## src/rtl/spi_flash_window.sv

```systemverilog
// 8 kB read-only window onto an external SPI NOR flash, with a one-entry read cache.
// A window miss holds rdy low while a single-byte READ (0x03) runs in SPI mode 0.
module spi_flash_window #(
  parameter int SCK_HALF    = 2,
  parameter int WAKE_CYCLES = 48,
  parameter int CS_HIGH_MIN = 2
) (
  input  logic        clk,
  input  logic        rst_n,
  input  logic        win_cs,
  input  logic        reg_cs,
  input  logic        we,
  input  logic [12:0] addr,
  input  logic [7:0]  din,
  output logic [7:0]  dout,
  output logic        rdy,
  output logic        spi_cs_n,
  output logic        spi_sclk,
  output logic        spi_mosi,
  input  logic        spi_miso
);
  // state     | meaning
  // WAKE      | cs low, shift release-power-down opcode 0xAB
  // WAKE_CS   | cs high after the wake opcode
  // WAKE_WAIT | count out the flash wake-up time
  // IDLE      | serve hits, launch a fetch on a window miss
  // CMD       | shift {0x03, fa} out on MOSI
  // DATA      | clock one byte in from MISO
  // FILL      | load the cache entry, cs high
  // GAP       | hold cs high before the next transaction
  typedef enum logic [2:0] {
    WAKE, WAKE_CS, WAKE_WAIT, IDLE, CMD, DATA, FILL, GAP
  } state_t;

  localparam logic [7:0]  HALF_RELOAD = 8'(SCK_HALF - 1);
  localparam logic [15:0] WAKE_RELOAD = 16'(WAKE_CYCLES - 1);
  localparam logic [15:0] GAP_RELOAD  = 16'(CS_HIGH_MIN - 1);

  state_t      state_q, state_d;
  logic [10:0] bank_q, bank_d;
  logic        valid_q, valid_d;
  logic [23:0] cache_addr_q, cache_addr_d;
  logic [7:0]  cache_data_q, cache_data_d;
  logic [7:0]  dout_q, dout_d;
  logic        cs_n_q, cs_n_d;
  logic        sclk_q, sclk_d;
  logic [31:0] tx_q, tx_d;
  logic [7:0]  rx_q, rx_d;
  logic [4:0]  bit_cnt_q, bit_cnt_d;
  logic [7:0]  half_q, half_d;
  logic [15:0] wait_q, wait_d;

  logic [23:0] fa;
  logic        hit, miss, busy, shifting;
  logic        sck_tick, sck_rise, sck_fall, last_bit;
  logic [7:0]  reg_rdata;

  assign fa       = {bank_q, addr};
  assign hit      = valid_q & (cache_addr_q == fa);
  assign miss     = win_cs & ~we & ~hit;
  assign busy     = (state_q != IDLE);
  assign shifting = ((state_q == WAKE) & ~cs_n_q) | (state_q == CMD) | (state_q == DATA);
  assign sck_tick = shifting & (half_q == 8'd0);
  assign sck_rise = sck_tick & ~sclk_q;
  assign sck_fall = sck_tick & sclk_q;
  assign last_bit = (bit_cnt_q == 5'd0);

  assign rdy      = ~miss;
  assign dout     = dout_q;
  assign spi_cs_n = cs_n_q;
  assign spi_sclk = sclk_q;
  // The shift register MSB is the bit on the wire, so MOSI comes straight from a flop.
  assign spi_mosi = tx_q[31];

  always_comb begin
    case (addr[1:0])
      2'd0:    reg_rdata = bank_q[7:0];
      2'd1:    reg_rdata = {5'b0, bank_q[10:8]};
      2'd2:    reg_rdata = {6'b0, valid_q, busy};
      default: reg_rdata = 8'h00;
    endcase
  end

  always_comb begin
    state_d      = state_q;
    bank_d       = bank_q;
    valid_d      = valid_q;
    cache_addr_d = cache_addr_q;
    cache_data_d = cache_data_q;
    dout_d       = dout_q;
    cs_n_d       = cs_n_q;
    sclk_d       = sclk_q;
    tx_d         = tx_q;
    rx_d         = rx_q;
    bit_cnt_d    = bit_cnt_q;
    half_d       = half_q;
    wait_d       = wait_q;

    if (shifting) begin
      if (sck_tick) begin
        half_d = HALF_RELOAD;
        sclk_d = ~sclk_q;
      end else begin
        half_d = half_q - 8'd1;
      end
      if (sck_fall) begin
        tx_d      = {tx_q[30:0], 1'b0};
        bit_cnt_d = bit_cnt_q - 5'd1;
      end
    end

    case (state_q)
      WAKE: begin
        if (cs_n_q) begin
          cs_n_d    = 1'b0;
          sclk_d    = 1'b0;
          tx_d      = {8'hAB, 24'h0};
          bit_cnt_d = 5'd7;
          half_d    = HALF_RELOAD;
        end else if (sck_fall & last_bit) begin
          cs_n_d  = 1'b1;
          state_d = WAKE_CS;
        end
      end
      WAKE_CS: begin
        wait_d  = WAKE_RELOAD;
        state_d = WAKE_WAIT;
      end
      WAKE_WAIT: begin
        if (wait_q == 16'd0) state_d = IDLE;
        else                 wait_d  = wait_q - 16'd1;
      end
      IDLE: begin
        if (miss) begin
          cache_addr_d = fa;
          valid_d      = 1'b0;
          cs_n_d       = 1'b0;
          sclk_d       = 1'b0;
          tx_d         = {8'h03, fa};
          bit_cnt_d    = 5'd31;
          half_d       = HALF_RELOAD;
          state_d      = CMD;
        end
      end
      CMD: begin
        if (sck_fall & last_bit) begin
          bit_cnt_d = 5'd7;
          state_d   = DATA;
        end
      end
      DATA: begin
        if (sck_rise) rx_d = {rx_q[6:0], spi_miso};
        if (sck_fall & last_bit) begin
          cs_n_d  = 1'b1;
          state_d = FILL;
        end
      end
      FILL: begin
        cache_data_d = rx_q;
        valid_d      = 1'b1;
        wait_d       = GAP_RELOAD;
        state_d      = GAP;
      end
      GAP: begin
        if (wait_q == 16'd0) state_d = IDLE;
        else                 wait_d  = wait_q - 16'd1;
      end
      default: state_d = WAKE;
    endcase

    // Register writes override a same-edge FILL so a bank change is never left looking valid.
    if (reg_cs & we) begin
      case (addr[1:0])
        2'd0: begin
          bank_d[7:0] = din;
          valid_d     = 1'b0;
        end
        2'd1: begin
          bank_d[10:8] = din[2:0];
          valid_d      = 1'b0;
        end
        2'd3:    valid_d = 1'b0;
        default: ;
      endcase
    end

    if (win_cs & ~we & hit)  dout_d = cache_data_q;
    else if (reg_cs & ~we)   dout_d = reg_rdata;
  end

  always_ff @(posedge clk or negedge rst_n) begin
    if (!rst_n) begin
      state_q      <= WAKE;
      bank_q       <= 11'h000;
      valid_q      <= 1'b0;
      cache_addr_q <= 24'h0;
      cache_data_q <= 8'h00;
      dout_q       <= 8'h00;
      cs_n_q       <= 1'b1;
      sclk_q       <= 1'b0;
      tx_q         <= 32'h0;
      rx_q         <= 8'h00;
      bit_cnt_q    <= 5'd0;
      half_q       <= 8'd0;
      wait_q       <= 16'd0;
    end else begin
      state_q      <= state_d;
      bank_q       <= bank_d;
      valid_q      <= valid_d;
      cache_addr_q <= cache_addr_d;
      cache_data_q <= cache_data_d;
      dout_q       <= dout_d;
      cs_n_q       <= cs_n_d;
      sclk_q       <= sclk_d;
      tx_q         <= tx_d;
      rx_q         <= rx_d;
      bit_cnt_q    <= bit_cnt_d;
      half_q       <= half_d;
      wait_q       <= wait_d;
    end
  end

endmodule

```

## config.mk

```make
export PLATFORM = sky130hd
export DESIGN_NAME = spi_flash_window
export DESIGN_NICKNAME = d
export VERILOG_FILES = /design/src/rtl/spi_flash_window.sv
export SDC_FILE = /design/constraint.sdc
export NUM_CORES = 1
export LEC_CHECK = 0
export CAP_MARGIN = 20
export CORE_UTILIZATION = 30
export CTS_CLUSTER_DIAMETER = 100
export CTS_CLUSTER_SIZE = 30
export DETAILED_ROUTE_END_ITERATION = 6
export GPL_TIMING_DRIVEN = 0
export MAX_ROUTING_LAYER = met4
export SETUP_SLACK_MARGIN = 0.4
export SYNTH_ARGS = -nofsm -noshare
export SYNTH_HDL_FRONTEND = slang
export SYNTH_SLANG_ARGS = --single-unit
```

## constraint.sdc

```tcl
create_clock -name clk -period 3.3 [get_ports clk]
set_clock_uncertainty 0.1 [all_clocks]
set_input_delay 0.495 -clock clk [delete_from_list [all_inputs] [get_ports clk]]
set_output_delay 0.495 -clock clk [all_outputs]
set_load 0.05 [all_outputs]
```

==> impl_metrics.ini, run 1 <==
[timing]
hold_slack_ns = 0.274
finalCritPeriodShare_pct = 90.5
setup_violations = 0
rsz0062_at_grt = true
slew_headroom_pct = 58.1
slew_viol_final = 0
tightest_slew_ns = 0.629
tns_ns = 0
period_needed_ns = 2.99
finalHoldViolations = 0
fmax_mhz = 335
layout_setup_ws_ns = 0.315

[synth]
synth_top_area_share_pct = 51.0
synth-async-reset-ratio_pct = 100
synth.most_common_cell = dfrtp_1
synth_largest_area_cell = dfrtp_1
ys_types = 51
syn_nets = 564
ys_ff_latch = 126
syn_area_sq_um = 6130
synth.top_cells.by_area = dfrtp_1, mux2_2, mux2_4
avgSynthCellArea_sq_um = 11.5
ys.flop_type = dfrtp_1
ys_top_cells_by_count = dfrtp_1, mux2_2, nand2_1
synth-edff-count = 0
ys_warn_count = 0
seq_area_frac_synth_pct = 51.5
postSynthCellCount = 531

[global_route]
grt_max_degree = 72
grt_usage_pct = 14.7
antenna_found_initial = 0
first_global_vias = 4387
globalRouteOverflowTotal = 0
grt_pass1_wl_microns = 23600

[drt]
vias = 4233
postRouteAntennaNets = 0
drtIter0Drc = 251
wl_per_cell_microns = 16.3
drt_pass1_iterations = 4
vias_per_cell = 4.87
drc = 0
routed_wl_microns = 14100

[place]
portBuffers = 37
gp_congestion = 0.782
post-dp-hpwl_microns = 9750
dp_slack_ns = -0.725

[setup_path]
reg2reg_depth = 9
critical_path_class = primary input to output pin
cp.arrival_ns = 2.39
worstSetupEndpointType = output pin
path_max_fanout = 6
start_kind = primary input
worstPathRequired_ns = 2.70

[floorplan]
rows = 51
start_util_pct = 31.1
die_h_microns = 145
core_sq_um = 19700
io_pins = 39
die_w_microns = 145
die_area_sq_um = 21000

[clocking]
cts_buffer_depth = 2
cts-buffers-inserted = 17
cts-root-buf = clkbuf_16
clock_sinks = 126
tritoncts = yes
clk_latency_ns = 0.42
cts.htree.levels = 4
clkTransAtPathRegs_ns = 0.05

[pwr]
comb_power_share_pct = 28.9
p_per_area_nw_per_um2 = 793
switchingPower_mw = 1.96
vdd_drop_max_uv = 484
finalPower_mw = 5.92
p_int_mw = 3.96
switching_share_pct = 33.1
p_leak_nw = 3.21
seq_power_share_pct = 42.5
power.share.clock_pct = 28.6

[cells_and_area]
multi_input_area_sq_um = 2800
area_delta_synth_final_pct = 21.8
seq_area_sq_um = 3150
fin_util_pct = 37.9
drive_gt1_share_pct = 19.5
fillerInstances = 1880
antenna_cells = 0
fin_nets = 625

[hold_path]
holdCritPathClass = primary input to register
worst_hold_path.num_cells = 2

[run]
maxCapViolCount = 0

[run_status]
outcome = completed
cell usage in the layout, fill, tap and decap left out, types with 10 or more instances in the layout:
master / netlist / routed
a21oi_1: 13 / 13
buf_6: 7 / 10
clkbuf_1: 14 / 17
clkbuf_16: 0 / 17
clkdlybuf4s50_1: 0 / 30
dfrtp_1: 125 / 125
inv_1: 12 / 12
mux2_2: 40 / 40
mux2_4: 19 / 19
mux2i_1: 26 / 26
nand2_1: 37 / 36
nand3_1: 12 / 12
nor2_1: 36 / 36
nor3_1: 18 / 17
o21ai_0: 15 / 15
o2bb2ai_1: 23 / 23
xnor2_1: 21 / 21
xor2_1: 21 / 21
final timing paths:
path                                             start                           end  slack (ns)
hold reg to reg                     tx_q[25]$_DFF_PN0_            tx_q[25]$_DFF_PN0_        0.40
max in group asynchronous                        rst_n          spi_cs_n$_DFFE_PN1P_        1.79
setup reg to reg           cache_addr_q[6]$_DFFE_PN0P_   cache_addr_q[6]$_DFFE_PN0P_        0.58
min in group asynchronous                        rst_n  cache_addr_q[11]$_DFFE_PN0P_        0.53
hold / removal                                 addr[0]   cache_addr_q[0]$_DFFE_PN0P_        0.27
setup / recovery                               addr[8]                           rdy        0.31
power groups by stage:
stage | clock, mW | combinational [mW] | sequential [mW]
4_1_cts | 1.73 | 1.71 | 2.52
5_1_grt | 1.79 | 1.91 | 2.59
3_5_place_dp | 0 | 1.67 | 2.54
6_report | 1.69 | 1.71 | 2.52
2_1_floorplan | 0 | 1.21 | 2.49
3_3_place_gp | 0 | 1.61 | 2.51
per-layer routing:
| layer | part of all wire (%) | up-vias | global-route usage (%) |
|---|---|---|---|
| met4 | 1.3 | 0 | 5.16 |
| met2 | 50 | 83 | 23.8 |
| li1 | - | 2022 | - |
| met3 | 3.1 | 14 | 2.92 |
| met5 | 0 | - | - |
| met1 | 46 | 2114 | 18.4 |
registers in the layout, indices dropped and copies added (netlist names):
register,count
half_q,8
spi_cs_n,1
spi_sclk,1
bit_cnt_q,5
valid_q,1
tx_q,32
dout,8
cache_addr_q,24
bank_q,11
wait_q,16
state_q,3
cache_data_q,8
rx_q,8
cell families (layout without fill, tap and decap cells):
family                   count (synthesis)  in the layout  share of synthesized area, %
AND/OR/NAND/NOR                        145            145                          11.5
flip-flops                             126            126                          51.5
AO/OA/AOI/OAI                           86             86                          9.94
multiplexers                            85             85                          16.2
XOR/XNOR                                42             42                          6.00
buffers and inverters                   40            113                          3.43
adder cells (fa/ha/maj)                  7              7                          1.39
critical path: stages:
cell and delay, ns:
clkdlybuf4s50_1 0.47, xor2_1 0.21, nor4_2 0.21, nand3_1 0.11, or4_4 0.50, buf_6 0.15, nand2_1 0.08, buf_6 0.16
cell type report:
cell class / count / share of cell area [%]
plain buffers: 28 / 2.35
clock inverters: 8 / 0.905
multi-input cells: 365 / 37.5
clock buffers: 23 / 6.14
well taps: 265 / 4.44
inverters: 12 / 0.604
flip-flops and latches: 126 / 42.3
repair buffers: 42 / 5.77
repair_timing:
item	4_1_cts	5_1_grt
hold buffers	1	0
resized for setup	19	5
pin swaps	3	4
buffers inserted	1	1
endpoints found under the hold margin	55	0
setup endpoints to repair	87	26
stage by stage:
step / instances / instance area, sq um
after floorplan: 531 / 6130
final: 869 / 7460
after global placement: 833 / 6840
after global routing: 869 / 7460
after detailed placement: 834 / 6870
after CTS: 867 / 7440
(Power assumes the default switching activity.)
==> run 2, diff against run 1 <==
PLACE_DENSITY_LB_ADDON = 0.12   (was unset)
==> impl_metrics.ini, run 2 (synthesized netlist as in run 1, its figures left out) <==
[clocking]
clkTransAtPathRegs_ns = 0.05
cts_buffer_depth = 2
clk_latency_ns = 0.42
cts.htree.levels = 4
cts-root-buf = clkbuf_16
clock_sinks = 126
tritoncts = yes
cts-buffers-inserted = 17

[cells_and_area]
seq_area_sq_um = 3150
top_register = tx_q
multi_input_area_sq_um = 2850
fin_cells = 879
area_delta_synth_final_pct = 28.5
fin_nets = 634
drive_gt1_share_pct = 22.3
antenna_cells = 0
final_common_cell = dfrtp_1
fillerInstances = 1893
layout_common_cells = dfrtp_1, mux2_2, nor2_1, nand2_1, clkdlybuf4s50_1
largest_reg_flops = 32
top_regs = tx_q x32, cache_addr_q x24, wait_q x16

[pwr]
p_per_area_nw_per_um2 = 811
vdd_drop_max_uv = 376
finalPower_mw = 6.39
p_leak_nw = 3.38

[global_route]
first_global_vias = 4523
antenna_found_initial = 0
grt_pass1_wl_microns = 24200
grt_max_degree = 79
grt_usage_pct = 15.3
globalRouteOverflowTotal = 0

[place]
gp_congestion = 0.771
post-dp-hpwl_microns = 9940
post-place-cells = 835
portBuffers = 37

[setup_path]
worstSetupEndpointType = output pin
start_kind = primary input
crit_family = simple AND/OR/NAND/NOR gates
cp.arrival_ns = 2.38
path_max_fanout = 3
crit_path_cell_trace = clkdlybuf4s50_1 > xor2_1 > nor4_1 > nand3_1 > or4_4 > buf_6 > nand2_4 > buf_8
critical_path_class = primary input to output pin
slowest_delay_ns = 0.52
cp_num_buf_inv = 3
worstPathRequired_ns = 2.70
r2r_slack_ns = 0.42
worst_path_max_delay_cell = or4_4

[drt]
drc = 0
vias_per_cell = 4.89
vias = 4301
drt_pass1_iterations = 4
routed_wl_microns = 14800
drtIter0Drc = 203
wl_per_cell_microns = 16.8
postRouteAntennaNets = 0

[timing]
finalCritPeriodShare_pct = 90.0
tightest_slew_ns = 0.676
rsz0062_at_grt = true
setup_violations = 0
fmax_mhz = 337
finalHoldViolations = 0
slew_headroom_pct = 55.0
slew_viol_final = 0
period_needed_ns = 2.97

[floorplan]
die_w_microns = 145
core_sq_um = 19700
die_h_microns = 145
die_area_sq_um = 21000
start_util_pct = 31.1
io_pins = 39
rows = 51

[hold_path]
holdCritPathClass = primary input to register

[run_status]
outcome = completed

[run]
maxCapViolCount = 0
[run 2: changes by cell type in the layout (fill, tap and decap cells not counted), sizes merged]
| cell | change |
|---|---|
| buf | +5 |
| bufinv | +4 |
| clkbuf | +4 |
| clkdlybuf4s50 | -1 |
| clkinv | -3 |
| dlygate4sd2 | +1 |
[run 2: routing by layer]
layer | global-route usage [%] | up-vias | routed length, microns
li1 | - | 2049 | -
met1 | 19.5 | 2175 | 6970
met2 | 23.7 | 59 | 7200
met3 | 3.11 | 18 | 361
met4 | 5.96 | 0 | 241
met5 | - | - | 0
[run 2: worst paths after layout]
check | startpoint | endpoint | depth (start not counted)
worst min-delay path | addr[0] | cache_addr_q[0]$_DFFE_PN0P_ | 2
worst max-delay path | addr[10] | rdy | 8
worst max register to register | cache_addr_q[3]$_DFFE_PN0P_ | cache_addr_q[15]$_DFFE_PN0P_ | 10
min in group asynchronous | rst_n | tx_q[10]$_DFF_PN0_ | 2
max in group asynchronous | rst_n | state_q[2]$_DFFE_PN0P_ | 3
worst min register to register | tx_q[24]$_DFF_PN0_ | tx_q[24]$_DFF_PN0_ | 2
[run 2: worst register-to-register path, stage by stage, from the launching register on]
cell       delay [ns]
dfrtp_1          0.38
xor2_1           0.17
nor4_2           0.38
nand3_1          0.17
or4_4            0.47
buf_6            0.15
buf_4            0.14
and3_4           0.17
buf_12           0.15
clkbuf_16        0.18
mux2_4           0.30
[run 2: through the flow]
step / setup WS (ns) / area, sq um / util [%] / hold WS (ns) / TNS [ns]
4_1_cts: 0.299 / 7670 / 38.9 / 0.277 / 0
2_1_floorplan: 0.516 / 6130 / - / 0.0994 / 0
3_5_place_dp: -0.818 / 6870 / 34.8 / 0.381 / -23.53
6_report: 0.330 / 7880 / 39.9 / 0.282 / 0
5_1_grt: 0.287 / 7880 / 39.9 / 0.280 / 0
3_3_place_gp: -3.67 / 6840 / 34.7 / 0.371 / -482.58
[run 2: area by class of cell]
type	instances	share of cell area (%)
Clock buffer	23	6.20
Clock inverter	9	2.29
Buffer	28	3.00
Inverter	12	0.572
Timing Repair Buffer	51	7.44
Multi-Input combinational cell	365	36.2
Sequential cell	126	40.1
Tap cell	265	4.21
[run 2: power by group]
| part | internal (mW) | leakage, nW | switching [mW] | total (mW) |
|---|---|---|---|---|
| registers | 2.08 | 1.57 | 0.431 | 2.51 |
| logic | 0.892 | 1.49 | 0.882 | 1.77 |
| clock network | 1.42 | 0.324 | 0.680 | 2.10 |
| total | 4.40 | 3.38 | 1.99 | 6.39 |
[run 2: timing repair]
item / 4_1_cts / 5_1_grt
setup buffers: 2 / 4
gates cloned: 0 / 5
gates resized for setup: 35 / 17
hold buffers: 1 / 0
endpoints found under the hold margin: 47 / 0
setup endpoints to repair: 91 / 64
pin swaps: 5 / 3
==> run 3, diff against run 2 <==
DONT_BUFFER_PORTS = 1   (was unset)
==> impl_metrics.ini, run 3 (synthesized netlist as in run 1, its figures left out) <==
[cells_and_area]
antenna_cells = 0
final_common_cell = dfrtp_1
multi_input_area_sq_um = 2830
seq_area_sq_um = 3160
fillerInstances = 1947
fin_nets = 586
area_delta_synth_final_pct = 18.4
top_register = tx_q
layout_common_cells = dfrtp_1, mux2_2, nor2_1, nand2_1, mux2i_1
largest_reg_flops = 32
top_regs = tx_q x32, cache_addr_q x24, wait_q x16
drive_gt1_share_pct = 22.0
finalInstanceArea_sq_um = 7260

[setup_path]
worst_path_max_delay_cell = or4_4
slowest_delay_ns = 0.46
crit_path_cell_trace = xor2_1 > nor4_4 > nand3_1 > or4_4 > buf_8 > nand2_8
cp.arrival_ns = 2.23
critical_path_class = register to output pin
worstPathRequired_ns = 2.70
path_max_fanout = 6
start_kind = register
worstSetupEndpointType = output pin
reg2reg_depth = 9

[timing]
period_needed_ns = 2.82
slew_headroom_pct = 55.2
slew_viol_final = 0
finalHoldViolations = 126
setup_violations = 0
rsz0062_at_grt = true
finalCritPeriodShare_pct = 85.5
hold_slack_ns = -0.314
fmax_mhz = 354
tightest_slew_ns = 0.673

[clocking]
clk_latency_ns = 0.42
cts.htree.levels = 4
clock_sinks = 126
cts_buffer_depth = 2
cts-root-buf = clkbuf_16
tritoncts = yes
clkTransAtPathRegs_ns = 0.06
cts-buffers-inserted = 17

[global_route]
globalRouteOverflowTotal = 0
antenna_found_initial = 0
grt_usage_pct = 15.0
grt_max_degree = 127
first_global_vias = 4116
grt_pass1_wl_microns = 23700

[pwr]
p_leak_nw = 3.12
p_per_area_nw_per_um2 = 866
vdd_drop_max_uv = 382

[drt]
drtIter0Drc = 218
vias_per_cell = 4.89
drc = 0
postRouteAntennaNets = 0
routed.top_layer = met4
routed_wl_microns = 14500
wl_per_cell_microns = 17.5
route.met2.wl_microns = 6870
drt_pass1_iterations = 4
vias = 4056
dr_wl_met3_microns = 707
met1_length_microns = 6830

[place]
post-dp-hpwl_microns = 9750
gp_congestion = 0.785
place_area_sq_um = 6470
portBuffers = 0

[floorplan]
die_h_microns = 145
core_sq_um = 19700
die_w_microns = 145
die_area_sq_um = 21000
start_util_pct = 31.1
rows = 51
io_pins = 39

[run]
maxCapViolCount = 0

[run_status]
outcome = finished with violations
violations = hold timing

[hold_path]
holdCritPathClass = primary input to async pin
## run 3: repair_timing
action | CTS | global route
endpoints found under the setup margin | 86 | 48
gates cloned | 0 | 0
buffers inserted | 2 | 0
pin swaps | 2 | 4
endpoints found under the hold margin | 126 | 126
resized for setup | 9 | 15
## run 3: final timing paths
kind                                             start                            to  slack (ns)
setup / recovery           cache_addr_q[6]$_DFFE_PN0P_                           rdy        0.48
hold / removal                                   rst_n           half_q[1]$_DFF_PN0_       -0.31
setup reg to reg           cache_addr_q[6]$_DFFE_PN0P_  cache_addr_q[14]$_DFFE_PN0P_        0.58
hold reg to reg                     tx_q[24]$_DFF_PN0_            tx_q[25]$_DFF_PN0_        0.39
max in group asynchronous                        rst_n         wait_q[2]$_DFFE_PN0P_        3.13
min in group clk                               addr[7]             tx_q[7]$_DFF_PN0_        0.10
## run 3: per-layer routing
metal / up-vias / track usage, %
met5: - / -
met4: 0 / 4.47
met3: 10 / 4.65
met2: 58 / 23.0
met1: 2050 / 18.9
li1: 1938 / -
## run 3: layout make-up
cell class / count / area share (%)
repair buffers: 3 / 0.276
multi-input cells: 365 / 39.1
inverters: 12 / 0.621
clock buffers: 21 / 6.62
plain buffers: 28 / 2.52
clock inverters: 9 / 2.83
flip-flops and latches: 126 / 43.5
well taps: 265 / 4.57
## run 3: per-stage QoR
step                total power [mW]  instances  worst slack (ns)  utilization [%]  setup TNS, ns
detailed placement              4.09        796            -0.115             32.8          -1.06
global placement                4.05        796            -0.131             32.8          -1.20
CTS                             6.34        828             0.281             36.5              0
floorplan                       3.70        531             0.516                -              0
finish                          6.28        829             0.478             36.8              0
global route                    6.68        829             0.394             36.8              0
## run 3: worst max-delay path: cells and delay by family (launching register included)
kind                      cells  cell delay, ns
DFF                           1            0.39
xor gates and xnor gates      1            0.19
and+or+nand+nor               4            1.06
buffers and inverters         1            0.16
## run 3: where the power goes
group	internal, mW	switching [mW]	leakage [nW]	total, mW
Clock	1.49	0.695	0.332	2.19
Sequential	2.08	0.529	1.56	2.61
Combinational	0.768	0.719	1.22	1.49
Total	4.34	1.94	3.12	6.28
